==> src/rtl/fetch_unit_pkg.sv <==
// Shared constants and types for the IF stage: PCsrc codes, reset PC, FSM states, IF/ID record.
package fetch_unit_pkg;

    localparam int unsigned PFU_OP_LENGTH = 3;

    localparam logic [PFU_OP_LENGTH-1:0] PFU_OP_NEXT      = 3'd0;
    localparam logic [PFU_OP_LENGTH-1:0] PFU_OP_OFFSET_16 = 3'd1;
    localparam logic [PFU_OP_LENGTH-1:0] PFU_OP_OFFSET_26 = 3'd2;
    localparam logic [PFU_OP_LENGTH-1:0] PFU_OP_JUMP      = 3'd3;
    localparam logic [PFU_OP_LENGTH-1:0] PFU_OP_RS        = 3'd4;

    localparam logic [31:0] FETCH_RESET_PC = 32'h0000_3000;
    localparam logic [31:0] NOP_INSTR      = 32'h0000_0000;

    typedef enum logic [1:0] {
        FsIdle,
        FsFetch,
        FsHold
    } fetch_state_e;

    typedef struct packed {
        logic        valid;
        logic [31:0] instr;
        logic [31:0] pc;
        logic [31:0] pc_plus8;
    } ifid_t;

    // Codes 5-7 are reserved and behave as NEXT.
    function automatic logic is_redirect_op(input logic [PFU_OP_LENGTH-1:0] op);
        return (op >= PFU_OP_OFFSET_16) && (op <= PFU_OP_RS);
    endfunction

endpackage

==> src/rtl/pfu_target_calc.sv <==
// Combinational next-PC target for the branch/jump currently held in IF/ID.
module pfu_target_calc
    import fetch_unit_pkg::*;
#(
    parameter int unsigned PFU_OP_W = PFU_OP_LENGTH
) (
    input  logic [31:0]         id_pc,
    input  logic [31:0]         id_instr,
    input  logic [31:0]         rs_data,
    input  logic [PFU_OP_W-1:0] pfu_op,
    output logic [31:0]         target,
    output logic                misalign
);

    logic [31:0] pc4;
    logic [31:0] off16;
    logic [31:0] off26;
    logic        unused_instr;

    assign pc4          = id_pc + 32'd4;
    assign off16        = {{14{id_instr[15]}}, id_instr[15:0], 2'b00};
    assign off26        = {{4{id_instr[25]}}, id_instr[25:0], 2'b00};
    assign unused_instr = ^id_instr[31:26];

    always_comb begin
        target = pc4;
        case (pfu_op)
            PFU_OP_NEXT:      target = pc4;
            PFU_OP_OFFSET_16: target = pc4 + off16;
            PFU_OP_OFFSET_26: target = pc4 + off26;
            PFU_OP_JUMP:      target = {pc4[31:28], id_instr[25:0], 2'b00};
            // Low bits forced to zero; a misaligned RS is caught separately when enabled.
            PFU_OP_RS:        target = {rs_data[31:2], 2'b00};
            default:          target = pc4;
        endcase
    end

    assign misalign = (pfu_op == PFU_OP_RS) && (rs_data[1:0] != 2'b00);

endmodule

==> src/rtl/fetch_unit.sv <==
// IF stage plus IF/ID register: single-outstanding fetch, one-delay-slot redirect, decode stall.
// Build option PFU_ALIGN_CHECK_EN: misaligned RS redirects are dropped and flagged on fetch_misalign.
module fetch_unit
    import fetch_unit_pkg::*;
#(
    parameter logic [31:0] RESET_PC = FETCH_RESET_PC,
    parameter int unsigned PFU_OP_W = PFU_OP_LENGTH
) (
    input  logic                clk,
    input  logic                rst_n,
    input  logic                stall,
    input  logic [PFU_OP_W-1:0] pfu_op,
    input  logic [31:0]         rs_data,
    output logic                imem_req,
    output logic [31:0]         imem_addr,
    input  logic                imem_valid,
    input  logic [31:0]         imem_rdata,
    output logic                id_valid,
    output logic [31:0]         id_instr,
    output logic [31:0]         id_pc,
    output logic [31:0]         id_pc_plus8,
    output logic                fetch_misalign
);

    fetch_state_e state_q, state_d;
    logic [31:0]  pc_f_q, pc_f_d;
    logic [31:0]  pend_pc_q, pend_pc_d;
    logic         pend_valid_q, pend_valid_d;
    logic [31:0]  hold_instr_q, hold_instr_d;
    ifid_t        ifid_q, ifid_d;

    logic [31:0]  target;
    logic [31:0]  npc;
    logic         misalign;
    logic         redirect_req;
    logic         redirect;
    logic         load_fetch;
    logic         load_hold;
    logic         load;

    pfu_target_calc #(
        .PFU_OP_W (PFU_OP_W)
    ) u_target_calc (
        .id_pc    (ifid_q.pc),
        .id_instr (ifid_q.instr),
        .rs_data  (rs_data),
        .pfu_op   (pfu_op),
        .target   (target),
        .misalign (misalign)
    );

    // The branch leaves ID only in a non-stalled cycle; a stalled branch is re-evaluated later.
    assign redirect_req = ifid_q.valid && !stall && is_redirect_op(pfu_op);

`ifdef PFU_ALIGN_CHECK_EN
    assign redirect       = redirect_req && !misalign;
    assign fetch_misalign = redirect_req && misalign;
`else
    logic unused_misalign;
    assign unused_misalign = misalign;
    assign redirect        = redirect_req;
    assign fetch_misalign  = 1'b0;
`endif

    assign load_fetch = (state_q == FsFetch) && imem_valid && !stall;
    assign load_hold  = (state_q == FsHold) && !stall;
    assign load       = load_fetch || load_hold;

    // The delay slot is at pc_f, so npc only matters when that slot is being loaded.
    assign npc = redirect     ? target    :
                 pend_valid_q ? pend_pc_q : pc_f_q + 32'd4;

    // FSM state register
    always_ff @(posedge clk or negedge rst_n) begin
        if (!rst_n) begin
            state_q <= FsIdle;
        end else begin
            state_q <= state_d;
        end
    end

    // FSM next state
    always_comb begin
        state_d = state_q;
        unique case (state_q)
            FsIdle:  state_d = FsFetch;
            FsFetch: if (imem_valid && stall) state_d = FsHold;
            FsHold:  if (!stall) state_d = FsFetch;
            default: state_d = FsIdle;
        endcase
    end

    // FSM outputs
    always_comb begin
        imem_req  = (state_q == FsFetch);
        imem_addr = pc_f_q;
    end

    always_comb begin
        pc_f_d       = pc_f_q;
        pend_pc_d    = pend_pc_q;
        pend_valid_d = pend_valid_q;
        hold_instr_d = hold_instr_q;
        ifid_d       = ifid_q;

        if (load) begin
            ifid_d.valid    = 1'b1;
            ifid_d.instr    = load_fetch ? imem_rdata : hold_instr_q;
            ifid_d.pc       = pc_f_q;
            ifid_d.pc_plus8 = pc_f_q + 32'd8;
            pc_f_d          = npc;
            pend_valid_d    = 1'b0;
        end else begin
            if ((state_q == FsFetch) && !stall) begin
                ifid_d.valid = 1'b0;
                ifid_d.instr = NOP_INSTR;
            end
            // Delay slot still in flight: remember where to go once it lands.
            if (redirect) begin
                pend_pc_d    = target;
                pend_valid_d = 1'b1;
            end
        end

        if ((state_q == FsFetch) && imem_valid && stall) begin
            hold_instr_d = imem_rdata;
        end
    end

    always_ff @(posedge clk or negedge rst_n) begin
        if (!rst_n) begin
            pc_f_q       <= RESET_PC;
            pend_pc_q    <= 32'h0;
            pend_valid_q <= 1'b0;
            hold_instr_q <= NOP_INSTR;
            ifid_q       <= '0;
        end else begin
            pc_f_q       <= pc_f_d;
            pend_pc_q    <= pend_pc_d;
            pend_valid_q <= pend_valid_d;
            hold_instr_q <= hold_instr_d;
            ifid_q       <= ifid_d;
        end
    end

    assign id_valid    = ifid_q.valid;
    assign id_instr    = ifid_q.instr;
    assign id_pc       = ifid_q.pc;
    assign id_pc_plus8 = ifid_q.pc_plus8;

endmodule

==> config.mk <==
export PLATFORM = sky130hd
export DESIGN_NAME = fetch_unit
export DESIGN_NICKNAME = d
export VERILOG_FILES = /design/src/rtl/fetch_unit_pkg.sv /design/src/rtl/pfu_target_calc.sv /design/src/rtl/fetch_unit.sv
export SDC_FILE = /design/constraint.sdc
export NUM_CORES = 1
export LEC_CHECK = 0
export BUFFER_PORTS_ARGS = -buffer_cell sky130_fd_sc_hd__buf_2
export CAP_MARGIN = 20
export CORE_ASPECT_RATIO = 1.5
export CORE_UTILIZATION = 30
export CTS_BUF_LIST = sky130_fd_sc_hd__clkbuf_8
export CTS_CLUSTER_DIAMETER = 100
export DETAILED_ROUTE_END_ITERATION = 8
export PLACE_DENSITY_LB_ADDON = 0.2
export SYNTH_ARGS = -nofsm -noshare
export SYNTH_HDL_FRONTEND = slang
export SYNTH_SLANG_ARGS = --single-unit
==> constraint.sdc <==
create_clock -name clk -period 9.45 [get_ports clk]
set_input_delay 1.89 -clock clk [delete_from_list [all_inputs] [get_ports clk]]
set_output_delay 1.89 -clock clk [all_outputs]
set_load 0.01 [all_outputs]
==> out/metrics.csv <==
stage;metric;value;unit
floorplan;start_util;30.65;%
clock_network;numCtsBuffers;17;
clock_network;cts_root_buf;clkbuf_8;
setup_path;startpoint_type;input port;
floorplan;core;0.03964;mm²
clock_network;clock-sinks;193;
sta;fin_crit;5272;ps
synth;ys_seq_area_share;39.77;%
sta;fin_crit_sh;55.79;%
clock_network;path_clk_slew;110;ps
synth;syn_area;0.01215;mm²
clock_network;cts_tree;done;
synth;synth_top_area_share;39.34;%
drt;vias_per_cell;5.227;
pwr;switchingPower;1.940;mW
synth;synth_edf_count;0;
pwr;p_seq_share;39.8;%
pwr;p_leak;6.573;nW
drt;drc;14;
place;place_congestion;0.8608;
setup_path;worstPathMaxFanout;21;
setup_path;rr_worst_depth;15;
final_layout;fillCellCount;4165;
drt;via_count;10900;
synth;syn_inst;1435;
synth;async_reset_ff_share;100.0;%
setup_path;required;9830;ps
hold_path;min_path_cells;2;
run_status;status;finished, violations left;
place;dp.cells;2053;
final_layout;nNetsFinal;1678;
setup_path;worstSetupPathType;input port to flop;
drt;ant_nets;0;
setup_path;crit_arrival;5650;ps
setup_path;cp_slowest_cell;a21boi_1;
global_route;grt_overflow;0;
synth;synth.top_cells.by_count;nand2_1 (329), dfrtp_1 (191), o21ai_0 (126), nor2_1 (103), clkbuf_1 (69);
final_layout;syn2layout_area_growth;14.36;%
run_status;violations;DRC;
floorplan;die_h;248.5;µm
setup_path;critical_path.cell_chain;buf_2, nor2b_1, a21boi_1, a31o_2, ha_1, and3_1, a221o_1, a21oi_1, o21bai_1, a31oi_1, o31ai_1, a311oi_1, o21ai_1;
pwr;pwr-share-clk;13.0;%
flow_run;drv_cap;0;
pwr;p_comb_share;47.2;%
floorplan;die_w;166.3;µm
synth;synth_flop_cell;dfrtp_1;
place;hpwlAfterDp;30920;µm
clock_network;htree_levels;4;
synth;synth_cell_types;78;
sta;fmax;189.7;MHz
final_layout;drive_gt1_share;20.58;%
global_route;antenna_found_initial;5;
pwr;peakVddDrop;0.09614;mV
hold_path;min_path_type;flop to flop;
synth;syn_nets;1541;
pwr;p_int;2.179;mW
floorplan;die_area;0.04133;mm²
sta;setup_viol;0;
final_layout;stdcell_count;2085;
synth;yosys.cell_count.top_type;nand2_1;
global_route;grt_pass1_wl;65070;µm
sta;fin_ws;4178;ps
global_route;grt_pass1_vias;10660;
sta;worstMarginPinSlew;1017;ps
floorplan;ios;202;
sta;slew_violations;0;
sta;tns;0;ps
pwr;switching_share;47.10;%
drt;routed_wl;41950;µm
place;numPortBuffers;198;
pwr;power.total;4.120;mW
place;dpl_worst_slack;3650;ps
synth;synth-seq-cells;193;
sta;maxSlewHeadroom;32.17;%
drt;dr.first_iter.drc_count;733;
sta;fin_skew;12.27;ps
global_route;grt_util_all_layers;20.56;%
sta;whs;479.9;ps
synth;synthTopCellsByArea;dfrtp_1 (39%), nand2_1 (10%), o21ai_0 (5.2%), xnor2_1 (4.0%), ha_1 (3.5%);
sta;rsz0062_at_grt;false;
clock_network;clk_path_buf_depth;2;
global_route;grt_max_degree;82;
clock_network;clk_latency;510;ps
clock_network;post_cts_buffers;0;
drt;dr.pass1.iters;8;
synth;avgSynthCellArea;8.467;µm²
setup_path;cp-end-kind;flop;
sta;hold_violations;0;
synth;post-synth-top-area-cell;dfrtp_1;
pwr;power.density;296.5;mW/mm²
floorplan;num_rows;89;
drt;routedWlPerCell;20.12;µm
clock_network;post_cts_resize_count;0;
synth;yosys_warnings;0;
setup_path;cpPeakStageDelay;780;ps
clock_network;ctsHoldBuffers;0;
registers in the layout (all words and copies together), names as in the netlist:
| register | flops |
|---|---|
| id_valid | 1 |
| id_pc | 32 |
| pend_valid_q | 1 |
| pend_pc_q | 32 |
| hold_instr_q | 32 |
| id_pc_plus8 | 29 |
| id_instr | 32 |
| imem_addr | 32 |
| state_q | 2 |
through the flow:
stage               cell area, µm²  utilization, %
floorplan                    12150               -
global placement             13550           34.17
detailed placement           13550           34.17
CTS                          13890           35.04
global route                 13890           35.05
finish                       13890           35.05
critical path: cells and delay by family:
family          cells  cell delay (ps)
buf+inv             1              240
compound gates      9             2800
simple gates        2              420
fa+ha+maj           1              300
routing by layer:
layer,up-vias,global-route usage (%),wire (µm)
met2,276,36.37,21460
li1,5266,-,-
met5,-,0,50
met3,66,3.613,1858
met4,8,8.889,1369
met1,5283,24.28,17210
cell type report:
class / instances / area (µm²) / share of cell area, %
Antenna cell: 1 / 2.502 / 0.01801
Clock buffer: 19 / 261.5 / 1.882
Clock inverter: 12 / 85.08 / 0.6123
Inverter: 18 / 67.56 / 0.4863
Multi-Input combinational cell: 1126 / 6885 / 49.55
Sequential cell: 193 / 4832 / 34.78
Tap cell: 500 / 625.6 / 4.502
Timing Repair Buffer: 216 / 1135 / 8.167
power by group through the flow:
stage / Clock [mW] / Combinational, mW / Sequential (mW)
2_1_floorplan: 0 / 1.30 / 1.55
3_3_place_gp: 0 / 1.93 / 1.64
3_5_place_dp: 0 / 1.95 / 1.66
4_1_cts: 0.560 / 1.96 / 1.64
5_1_grt: 0.588 / 2.17 / 1.70
6_report: 0.535 / 1.94 / 1.64
cells in the final DEF, fill, tap and decap left out, types with 26 or more instances in the layout:
cell type    n
ha_1        34
nand4_1     26
xor2_1      48
o21ai_0    126
a21oi_1     64
buf_2      197
nand2_1    328
xnor2_1     56
mux2i_1     41
nor2_1     101
dfrtp_1    191
nand3_1     35
a21o_1      26
mux2_2      33
path summary, 6_finish.rpt:
kind                       slack [ps]                         from                     endpoint
hold reg to reg                   480  id_pc_plus8[16]$_DFFE_PN0N_  id_pc_plus8[16]$_DFFE_PN0N_
max in group asynchronous        6750                        rst_n        id_pc[21]$_DFFE_PN0N_
setup / recovery                 4180                    pfu_op[1]    imem_addr[27]$_DFFE_PN0N_
min in group asynchronous        1360                        rst_n  hold_instr_q[3]$_DFFE_PN0P_
hold / removal                    480  id_pc_plus8[16]$_DFFE_PN0N_  id_pc_plus8[16]$_DFFE_PN0N_
setup reg to reg                 4690         id_pc[2]$_DFFE_PN0N_    imem_addr[27]$_DFFE_PN0N_
logic make-up (layout without fill, tap and decap cells):
logic type / Yosys count / count (layout) / synth area share (%)
xor gates and xnor gates: 106 / 106 / 7.764
adders and majority gates: 35 / 35 / 3.666
DFF: 193 / 193 / 39.77
other: 1 / 2 / 0.03086
buffers and inverters: 116 / 265 / 3.862
and+or+nand+nor: 559 / 559 / 20.12
muxes: 74 / 74 / 6.436
AOI/OAI and AO/OA: 351 / 351 / 18.35
No activity file was read; power rests on OpenSTA's default activity.
